[src/rtl/game_pkg.sv]
// game_pkg: shared encodings for the player controller slice.
// Direction codes, control_state field layout and the frame FSM states.
package game_pkg;

  localparam logic [1:0] DIR_UP    = 2'd0;
  localparam logic [1:0] DIR_DOWN  = 2'd1;
  localparam logic [1:0] DIR_LEFT  = 2'd2;
  localparam logic [1:0] DIR_RIGHT = 2'd3;

  // control_state is {pressed[4:0], released[4:0]}; both halves share the
  // same per-button offsets.
  localparam int PRESS_LSB  = 5;
  localparam int REL_LSB    = 0;
  localparam int BTN_UP     = 0;
  localparam int BTN_DOWN   = 1;
  localparam int BTN_LEFT   = 2;
  localparam int BTN_RIGHT  = 3;
  localparam int BTN_ATTACK = 4;

  typedef enum logic [1:0] {
    IDLE,
    SAMPLE,
    UPDATE
  } ctrl_state_e;

  // Resolve several requested directions to one: up > down > left > right.
  // Callers only use the result when at least one bit is set.
  function automatic logic [1:0] pick_dir(input logic [3:0] dirs);
    if (dirs[BTN_UP])        return DIR_UP;
    else if (dirs[BTN_DOWN]) return DIR_DOWN;
    else if (dirs[BTN_LEFT]) return DIR_LEFT;
    else                     return DIR_RIGHT;
  endfunction

endpackage

[src/rtl/player_controller_if.sv]
// player_controller_if: frame handshake between the input collector
// (master) and the player controller (slave).
interface player_controller_if;

  logic       frame_end;
  logic [9:0] control_state;
  logic       state_ack;

  modport master (
    output frame_end,
    output control_state,
    input  state_ack
  );

  modport slave (
    input  frame_end,
    input  control_state,
    output state_ack
  );

endinterface

[src/rtl/action_timer.sv]
// action_timer: attack/cooldown counter pair advanced once per frame tick.
// active is high while the attack counter runs; ready says a start offered
// on this tick will be taken.
module action_timer #(
  parameter int ATTACK_FRAMES   = 3,
  parameter int COOLDOWN_FRAMES = 4
) (
  input  logic clk,
  input  logic reset,
  input  logic start,
  input  logic tick,
  output logic active,
  output logic ready
);

  localparam int AW = $clog2(ATTACK_FRAMES + 2);
  localparam int CW = $clog2(COOLDOWN_FRAMES + 2);

  logic [AW-1:0] atk_cnt;
  logic [CW-1:0] cool_cnt;

  // The tick that takes the cooldown from 1 to 0 already counts as idle,
  // so a press in that frame starts a new attack instead of being dropped.
  assign ready = (atk_cnt == '0) && (cool_cnt <= CW'(1));

  // Per tick: start a new attack, or run the attack down, then the cooldown.
  always_ff @(posedge clk or negedge reset) begin
    if (!reset) begin
      atk_cnt  <= '0;
      cool_cnt <= '0;
      active   <= 1'b0;
    end else if (tick) begin
      if (start && ready) begin
        atk_cnt  <= AW'(ATTACK_FRAMES);
        cool_cnt <= '0;
        active   <= 1'b1;
      end else if (atk_cnt != '0) begin
        atk_cnt <= atk_cnt - 1'b1;
        if (atk_cnt == AW'(1)) begin
          active   <= 1'b0;
          cool_cnt <= CW'(COOLDOWN_FRAMES);
        end
      end else if (cool_cnt != '0) begin
        cool_cnt <= cool_cnt - 1'b1;
      end
    end
  end

endmodule

[src/rtl/player_controller.sv]
// player_controller: turns the per-frame sticky button word into grid
// position, facing direction and a timed attack flag.
// Optional feature: HOLD_REPEAT_EN (held-direction auto-repeat).
module player_controller
  import game_pkg::*;
#(
  parameter int GRID_W          = 16,
  parameter int GRID_H          = 12,
  parameter int START_X         = 0,
  parameter int START_Y         = 0,
  parameter int ATTACK_FRAMES   = 3,
  parameter int COOLDOWN_FRAMES = 4,
  parameter int REPEAT_FRAMES   = 4
) (
  input  logic                      clk,
  input  logic                      reset,
  player_controller_if.slave        ctrl,
  output logic [$clog2(GRID_W)-1:0] player_x,
  output logic [$clog2(GRID_H)-1:0] player_y,
  output logic [1:0]                player_dir,
  output logic                      player_attack
);

  localparam int XW = $clog2(GRID_W);
  localparam int YW = $clog2(GRID_H);
  localparam logic [XW-1:0] X_MAX = XW'(GRID_W - 1);
  localparam logic [YW-1:0] Y_MAX = YW'(GRID_H - 1);

  ctrl_state_e   state;
  ctrl_state_e   state_next;
  logic          update_now;
  logic [9:0]    snap;
  logic [3:0]    press_dirs;
  logic          attack_press;
  logic [3:0]    move_dirs;
  logic          move_req;
  logic [1:0]    move_dir;
  logic [XW-1:0] x_next;
  logic [YW-1:0] y_next;
  logic [1:0]    dir_next;
  logic          timer_ready;
  logic          timer_start;
  logic          snap_unused;

  assign press_dirs   = snap[PRESS_LSB +: 4];
  assign attack_press = snap[PRESS_LSB + BTN_ATTACK];
  assign move_dir     = pick_dir(move_dirs);
  assign timer_start  = attack_press && timer_ready;

  // Frame sequencer state register.
  always_ff @(posedge clk or negedge reset) begin
    if (!reset) state <= IDLE;
    else        state <= state_next;
  end

  // Next state; the frame's results are committed on the edge leaving SAMPLE
  // so they are visible while UPDATE is current, two cycles after frame_end.
  always_comb begin
    state_next = state;
    update_now = 1'b0;
    case (state)
      IDLE:    if (ctrl.frame_end) state_next = SAMPLE;
      SAMPLE:  begin
        state_next = UPDATE;
        update_now = 1'b1;
      end
      UPDATE:  state_next = IDLE;
      default: state_next = IDLE;
    endcase
  end

  // Snapshot taken on entry to SAMPLE; state_ack is high for that one cycle.
  always_ff @(posedge clk or negedge reset) begin
    if (!reset) begin
      snap           <= '0;
      ctrl.state_ack <= 1'b0;
    end else begin
      ctrl.state_ack <= (state == IDLE) && ctrl.frame_end;
      if ((state == IDLE) && ctrl.frame_end) snap <= ctrl.control_state;
    end
  end

`ifdef HOLD_REPEAT_EN
  localparam int RW = $clog2(REPEAT_FRAMES + 1);

  logic [3:0]    rel_dirs;
  logic [3:0]    held;
  logic [3:0]    held_next;
  logic [RW-1:0] rep_cnt;
  logic [RW-1:0] rep_next;

  assign rel_dirs    = snap[REL_LSB +: 4];
  assign snap_unused = snap[REL_LSB + BTN_ATTACK];

  // A fresh press moves at once and restarts the repeat period; otherwise a
  // still-held direction moves every REPEAT_FRAMES frames. Release beats press.
  always_comb begin
    held_next = (held | press_dirs) & ~rel_dirs;
    rep_next  = '0;
    move_dirs = press_dirs;
    move_req  = 1'b0;
    if (|press_dirs) begin
      move_req = 1'b1;
    end else if (|held_next) begin
      if (rep_cnt == RW'(REPEAT_FRAMES - 1)) begin
        move_dirs = held_next;
        move_req  = 1'b1;
      end else begin
        rep_next = rep_cnt + 1'b1;
      end
    end
  end

  // Held-direction and repeat-period registers, advanced once per frame.
  always_ff @(posedge clk or negedge reset) begin
    if (!reset) begin
      held    <= '0;
      rep_cnt <= '0;
    end else if (update_now) begin
      held    <= held_next;
      rep_cnt <= rep_next;
    end
  end
`else
  localparam int repeat_unused = REPEAT_FRAMES;

  assign snap_unused = ^snap[REL_LSB +: 5];

  // Only a press in this frame's snapshot produces a move.
  always_comb begin
    move_dirs = press_dirs;
    move_req  = |press_dirs;
  end
`endif

  // Facing always follows the chosen direction; the step itself is blocked by
  // walls and by an attack that is already running at the start of the frame.
  always_comb begin
    x_next   = player_x;
    y_next   = player_y;
    dir_next = player_dir;
    if (move_req) begin
      dir_next = move_dir;
      if (!player_attack) begin
        case (move_dir)
          DIR_UP:    if (player_y != '0)    y_next = player_y - 1'b1;
          DIR_DOWN:  if (player_y != Y_MAX) y_next = player_y + 1'b1;
          DIR_LEFT:  if (player_x != '0)    x_next = player_x - 1'b1;
          DIR_RIGHT: if (player_x != X_MAX) x_next = player_x + 1'b1;
          default:   ;
        endcase
      end
    end
  end

  // Position and facing registers.
  always_ff @(posedge clk or negedge reset) begin
    if (!reset) begin
      player_x   <= XW'(START_X);
      player_y   <= YW'(START_Y);
      player_dir <= DIR_UP;
    end else if (update_now) begin
      player_x   <= x_next;
      player_y   <= y_next;
      player_dir <= dir_next;
    end
  end

  action_timer #(
    .ATTACK_FRAMES   (ATTACK_FRAMES),
    .COOLDOWN_FRAMES (COOLDOWN_FRAMES)
  ) u_action_timer (
    .clk    (clk),
    .reset  (reset),
    .start  (timer_start),
    .tick   (update_now),
    .active (player_attack),
    .ready  (timer_ready)
  );

endmodule

[src/flat_wrapper.sv]
// flat-port wrapper written by rule: the top's interface ports become plain ports
module player_controller_flat import game_pkg::*;
#(
  parameter int GRID_W          = 16,
  parameter int GRID_H          = 12,
  parameter int START_X         = 0,
  parameter int START_Y         = 0,
  parameter int ATTACK_FRAMES   = 3,
  parameter int COOLDOWN_FRAMES = 4,
  parameter int REPEAT_FRAMES   = 4
)
  (clk, reset, player_x, player_y, player_dir, player_attack, ctrl_frame_end, ctrl_control_state, ctrl_state_ack);
  player_controller_if ctrl_i ();
  input  logic clk;
  input  logic reset;
  output logic [$clog2(GRID_W)-1:0] player_x;
  output logic [$clog2(GRID_H)-1:0] player_y;
  output logic [1:0] player_dir;
  output logic player_attack;
  input wire logic [$bits(ctrl_i.frame_end)-1:0] ctrl_frame_end;
  input wire logic [$bits(ctrl_i.control_state)-1:0] ctrl_control_state;
  output wire logic [$bits(ctrl_i.state_ack)-1:0] ctrl_state_ack;
  assign ctrl_i.frame_end = ctrl_frame_end;
  assign ctrl_i.control_state = ctrl_control_state;
  assign ctrl_state_ack = ctrl_i.state_ack;
  player_controller #(.GRID_W(GRID_W), .GRID_H(GRID_H), .START_X(START_X), .START_Y(START_Y), .ATTACK_FRAMES(ATTACK_FRAMES), .COOLDOWN_FRAMES(COOLDOWN_FRAMES), .REPEAT_FRAMES(REPEAT_FRAMES)) u_core (.clk(clk), .reset(reset), .ctrl(ctrl_i), .player_x(player_x), .player_y(player_y), .player_dir(player_dir), .player_attack(player_attack));
endmodule
[config.mk]
export PLATFORM = sky130hd
export DESIGN_NAME = player_controller_flat
export DESIGN_NICKNAME = d
export VERILOG_FILES = /design/src/rtl/game_pkg.sv /design/src/rtl/player_controller_if.sv /design/src/rtl/action_timer.sv /design/src/rtl/player_controller.sv /design/src/flat_wrapper.sv
export SDC_FILE = /design/constraint.sdc
export NUM_CORES = 1
export LEC_CHECK = 0
export ABC_CLOCK_PERIOD_IN_PS = 2200
export BUFFER_PORTS_ARGS = -buffer_cell sky130_fd_sc_hd__buf_2
export CORE_MARGIN = 1
export CORE_UTILIZATION = 55
export CTS_CLUSTER_SIZE = 8
export DETAILED_ROUTE_END_ITERATION = 7
export PLACE_DENSITY = 0.78
export SKIP_LAST_GASP = 1
export SLEW_MARGIN = 20
export SYNTH_ARGS = -nofsm -noshare
export SYNTH_HDL_FRONTEND = slang
export SYNTH_HIERARCHICAL = 1
export SYNTH_SLANG_ARGS = --single-unit
[constraint.sdc]
create_clock -name clk -period 2.2 [get_ports clk]
set_input_delay 0.22 -clock clk [delete_from_list [all_inputs] [get_ports clk]]
set_output_delay 0.22 -clock clk [all_outputs]
set_load 0.1 [all_outputs]
# Word-level counts from Yosys, hierarchy flattened
# Cells that the tools add are included.
# op_classes
bitwise_logic	1
magnitude_cmp	1
shifts	0
n_div	0
eq_ne	13
muxes	21
n_mul	0
reduce_logical	23
n_addsub	6
# ops
op	count
3-bit 2-to-1 mux	6
4-bit 2-to-1 mux	4
4-bit one-hot mux with 2 select lines	2
6-bit AND reduction	2
3-bit nonzero test	3
4-bit by 1-bit adder with 4-bit output, second input constant	2
2-bit by 1-bit inequality test with 1-bit output, second input constant	4
4-bit inequality test, second input constant	2
2-bit nonzero test	4
4-bit nonzero test	2
4-bit by 1-bit subtractor with 4-bit output, second input constant	2
2-bit 2-to-1 mux	3
3-bit AND reduction	2
3-bit by 1-bit subtractor with 3-bit output, second input constant	2
1-bit 2-to-1 mux	5
2-bit by 1-bit equality test with 1-bit output, second input constant	2
2-bit equality test, second input constant	2
1-bit logical AND	4
2-bit logical NOT	2
2-bit one-hot mux with 2 select lines	1
2-bit AND reduction	2
4-bit OR reduction	1
3-bit by 1-bit equality test with 1-bit output, second input constant	1
3-bit by 1-bit <= comparator with 1-bit output, second input constant	1
4 further kinds	4
# word_totals
latch_bits	0
output_inout_bits	12
regBits	30
mem_bits_rw	0
word_cells	74
mem_bits_ro	0
n_memories	0
input_bits	13

# Logic depth before layout (Yosys ltp)
# logic_depth
depth_word	6
mapped_depth	8
mapped_depth_nobuf	8

# Modules after synthesis
# Netlist, hierarchy kept.
# by_module_without_submodules
module	area_each_um2	cells_each	n_inst
player_controller	954.7	79	1
action_timer	461.7	44	1

# Worst setup path before layout
# OpenSTA, ideal clock, no wires.
# synth_path
kind	register to register
start	reg u_core.player_x[2]
end	reg u_core.player_x[3]
t_arrival_ns	1.995
required_time_ns	2.037
n_path_buf	0
path_stages_with_launch	6
path_slack_ns	0.042
period_less_slack_ns	2.158
cell_sequence	dfrtp_1 > ha_1 > o21ai_0 > nand2b_1 > a2111oi_2 > xor2_1
# synth_between
elab_chain_cells	3
elab_cells_between_ends	10
classes_between	add/sub: 2; eq/ne: 3; mux: 3; reduce/logical: 2
# synth_rtl
item	line_no	text
start, declared	player_controller.sv:18	output logic [$clog2(GRID_W)-1:0] player_x,
start signal, assigned	player_controller.sv:159	player_x <= XW'(START_X);
start signal, assigned	player_controller.sv:163	player_x <= x_next;
4-bit by 1-bit adder with 4-bit output, or another cell as far along	player_controller.sv:149	DIR_RIGHT: if (player_x != X_MAX) x_next = player_x + 1'b1;
4-bit 2-to-1 mux, or another cell as far along	player_controller.sv:149	
4-bit one-hot mux with 2 select lines or 6-bit AND reduction (tied branches)	-	
# Parallel ways exist; a longest one is shown, timed or not. The select of a mux whose other input is x is not followed.
# A chain may end at the register's enable or synchronous reset.

# Final worst setup path
# layout_path
start	reg u_core.snap[5]
end	reg u_core.player_x[3]
# layout_between
elab_chain_cells	4
elab_cells_between_ends	9
classes_between	eq/ne: 4; mux: 2; reduce/logical: 3
# layout_rtl
item	line_no	text
start, declared	player_controller.sv:32	logic [9:0] snap;
start signal, assigned	player_controller.sv:79	if ((state == IDLE) && ctrl.frame_end) snap <= ctrl.control_state;
2-bit 2-to-1 mux	game_pkg.sv:29	if (dirs[BTN_UP]) return DIR_UP;
2-bit equality test	player_controller.sv:145	case (move_dir)
2-bit by 1-bit inequality test with 1-bit output (no source line) or 2-bit nonzero test (tied branches)	-	
6-bit AND reduction (no source line)	-	
# Parallel ways exist; a longest one is shown, timed or not.

==> tab_implementation.tex <==
\begin{tabular}{lr}
\hline
Metric & Value \\
\hline
\multicolumn{2}{l}{\textbf{Setup path}} \\
Launch instance of the worst register-to-register path & u\_core/snap[5]\$\_DFFE\_PN0P\_ \\
Crit end category & flip-flop \\
Required time of the critical path & between 2000 and 2500 ps \\
Reg-to-Reg End & u\_core/player\_x[3]\$\_DFFE\_PN0P\_ \\
Critical path type & flip-flop to flip-flop \\
Number of cell instances on the worst register-to-register path & 6 \\
Nature of the critical path startpoint & flip-flop \\
Reg2Reg Setup Slack & 130 ps \\
CP max stage cell & sky130\_fd\_sc\_hd\_\_dfrtp\_1 \\
Crit path max fanout & 9 \\
Critical path's largest stage delay & a little under 500 ps \\
Arrival time at the worst endpoint & between 2000 and 2500 ps \\
Sequence of cells on the critical path & or3\_1, ha\_1, o21ai\_0, nand2b\_1, a2111oi\_2, xor2\_1 \\
\multicolumn{2}{l}{\textbf{Timing}} \\
Worst clock skew & 15.5 ps \\
Time the worst path needs with I/O delays and setup & 2070 ps \\
Slew at the pin closest to its max-slew limit & roughly 560 ps \\
Final number of hold-violating endpoints & 0 \\
Worst max-slew margin expressed relative to the limit & 62.6\% \\
Share of the clock period used by the worst path & 93.9\% \\
Pins Over Slew Limit & 0 \\
Unrepaired setup endpoints after global routing & no \\
Setup total negative slack & 0 ps \\
Maximum clock frequency & 484 MHz \\
Setup violation total in the final timing report & 0 \\
\multicolumn{2}{l}{\textbf{Synthesis}} \\
\#FFs+latches synth & 25 \\
Synthesized area divided by synthesized cell count & around 12 µm² \\
Share of the synthesized area in the top cell type & roughly 44\% \\
Synth top area cells & sky130\_fd\_sc\_hd\_\_dfrtp\_1 44\%, sky130\_fd\_sc\_hd\_\_ha\_1 8.8\%, sky130\_fd\_sc\_hd\_\_mux2\_2 4.0\% \\
Synth cell count leaders & 25 x sky130\_fd\_sc\_hd\_\_dfrtp\_1, 10 x sky130\_fd\_sc\_hd\_\_ha\_1, 7 x sky130\_fd\_sc\_hd\_\_nor2\_1 \\
Number of nets produced by synthesis & 146 \\
Cell with the most instances after synthesis & sky130\_fd\_sc\_hd\_\_dfrtp\_1 \\
Largest area contributor in the synthesized netlist & sky130\_fd\_sc\_hd\_\_dfrtp\_1 \\
Cell area after technology mapping & 0.00142 mm² \\
Distinct cell type count of the synthesized netlist & 45 \\
Number of cells produced by synthesis & $\sim$120 \\
Number of synthesis warnings & 6 \\
Post-synthesis sequential area ratio & 44.2\% \\
Post-synth EDFFs & 0 \\
Async set-or-reset flop fraction in the synthesized netlist & 100\% \\
Dominant synthesized flop cell & sky130\_fd\_sc\_hd\_\_dfrtp\_1 \\
\multicolumn{2}{l}{\textbf{Routing}} \\
Drc violations & 0 \\
Number of detailed-routing iterations run before antenna repair & 4 \\
Detailed-route wire length per cell & approximately 14 µm \\
Via total after detailed routing & 1,014 \\
Violation count after the first detailed-route iteration & 10 \\
Via density per instance & 5.66 \\
Number of antenna-violating nets in the routed design & 0 \\
Total routed wirelength & 2490 µm \\
\multicolumn{2}{l}{\textbf{GRT}} \\
Via count of the first global-routing pass & 970 \\
Global routing usage summed across all routing layers & 20.2\% \\
Antenna violations before repair & 0 \\
Pin count of the biggest net entering global routing & 26 \\
Global-route wire length before repair & 4110 µm \\
Remaining Overflow, GRT & 0 \\
\multicolumn{2}{l}{\textbf{Floorplanning}} \\
Number of rows created at floorplan & 18 \\
Die footprint & 0.00278 mm² \\
Core outline area & 0.00245 mm² \\
Horiz. Die Dim & 52.7 µm \\
Initial standard-cell utilization of the core & just under 60\% \\
I/O Pins & 25 \\
Height of the die & about 53 µm \\
\multicolumn{2}{l}{\textbf{Final layout}} \\
Layout net count & about 170 \\
Antenna diode instance count & 0 \\
Filler cell count in the final layout & 206 \\
Sequential Area & 626 µm² \\
Fraction of final layout cells with drive strength greater than 1 & 30.2\% \\
Layout-stage area growth over the synthesis result & 12.8\% \\
Multi-input logic area & between 700 and 800 µm² \\
Final design utilization & between 60\% and 70\% \\
\multicolumn{2}{l}{\textbf{Flow run}} \\
Count of max-cap constraint violations & 0 \\
\multicolumn{2}{l}{\textbf{Clock tree}} \\
TritonCTS clock tree & built \\
Number of buffers inserted during clock tree synthesis & 3 \\
Number of H-tree levels & 1 \\
Clock root buffer & sky130\_fd\_sc\_hd\_\_clkbuf\_4 \\
Clk pin slew, worst setup/hold paths & between 100 and 150 ps \\
Sinks on the clock net & 25 \\
Clock Latency Late Sink & approximately 320 ps \\
Deepest clock path buffer count & 2 \\
\multicolumn{2}{l}{\textbf{Hold path}} \\
Launch point of the worst hold path & ctrl\_control\_state[8] \\
Hold endpoint & u\_core/snap[8]\$\_DFFE\_PN0P\_ \\
Type of the most critical hold path & primary input to flip-flop \\
WHS Path Cells & 2 \\
\multicolumn{2}{l}{\textbf{Placed design}} \\
Half-perimeter wire length after detailed placement & between 1500 and 2000 µm \\
Buffers on Ports & 19 \\
RD Place Congestion & about 0.8 \\
\multicolumn{2}{l}{\textbf{Run status}} \\
Result of the run & finished, final reports clean \\
\hline
\end{tabular}
## critical path, delay by kind of cell (launching register included)
kind | cells | cell delay [ps]
adder cells (fa/ha/maj) | 1 | 340
XOR/XNOR | 1 | 180
flip-flops | 1 | 490
AO/OA/AOI/OAI | 2 | 480
AND/OR/NAND/NOR | 2 | 530
## area by class of cell
type	instances	area share (%)
Inverter	5	1.17
Sequential cell	25	39.2
Multi-Input combinational cell	92	47.6
Clock buffer	3	1.41
Clock inverter	1	0.313
Tap cell	30	2.35
Timing Repair Buffer	23	7.99
## layout by cell type, fill, tap and decap left out, drive strengths merged, types with 2 or more instances in the layout
cell    synthesis  routed
o211ai          2       2
mux2            8       8
a21oi           6       6
a32o            2       2
nor3b           4       4
o21ai           8       8
xnor2           2       2
xor2            6       6
or4b            2       2
nor2            8       8
nand2b          4       4
nor3            3       3
buf             1      22
clkbuf          0       3
nor2b           2       2
dfrtp          25      25
inv             5       5
a22o            2       2
nand2           4       4
ha             10      10
## stage by stage
step / hold slack, ps / std cells / instance area [µm²] / worst slack (ps)
floorplan: -75.6 / 123 / 1420 / 42.0
global placement: 238 / 174 / 1560 / 214
detailed placement: 239 / 174 / 1560 / 148
CTS: 112 / 179 / 1600 / 125
global route: 105 / 179 / 1600 / 53.4
finish: 121 / 179 / 1600 / 133
## per-layer routing
layer / track usage (%) / part of all wire [%] / vias to the layer above
li1: - / - / 505
met1: 26.5 / 49 / 483
met2: 32.7 / 47 / 24
met3: 3.19 / 3.2 / 2
met4: 8.77 / 0.68 / 0
met5: 0 / 0 / -
## cell families after synthesis
group	after synthesis	share of synthesized area, %
fa+ha+maj	10	8.83
xor+xnor	8	4.95
buf+inv	6	2.12
simple gates	36	17.1
flops	25	44.2
compound gates	30	15.6
mux	8	7.15
## registers in the layout, summed over array words and instances (netlist names)
name / cells
u_core/player_dir: 2
u_core/u_action_timer/active: 1
u_core/player_y: 4
u_core/player_x: 4
u_core/state: 2
u_core/ctrl.state_ack: 1
u_core/u_action_timer/atk_cnt: 3
u_core/u_action_timer/cool_cnt: 3
u_core/snap: 5
## worst max path at each step
stage | startpoint | to | slack [ps] | depth (start not counted)
6_report | u_core/snap[5]$_DFFE_PN0P_ | u_core/player_x[3]$_DFFE_PN0P_ | 130 | 6
5_1_grt | u_core/snap[5]$_DFFE_PN0P_ | u_core/player_x[2]$_DFFE_PN0P_ | 50 | 7
4_1_cts | u_core/snap[5]$_DFFE_PN0P_ | u_core/player_x[3]$_DFFE_PN0P_ | 130 | 6
3_5_place_dp | u_core/snap[5]$_DFFE_PN0P_ | u_core/player_x[3]$_DFFE_PN0P_ | 150 | 6
3_3_place_gp | u_core/snap[5]$_DFFE_PN0P_ | u_core/player_x[3]$_DFFE_PN0P_ | 210 | 6
2_1_floorplan | u_core/player_x[2]$_DFFE_PN0P_ | u_core/player_x[3]$_DFFE_PN0P_ | 40 | 5
## repair_timing
item,4_1_cts,5_1_grt
buffers inserted,0,0
hold endpoints to repair,25,0
gates resized for setup,0,0
hold buffers,1,0
Power is left out: the tool's default activity adds up to more than one toggle a clock period on the data nets, which glitch-free logic cannot reach.
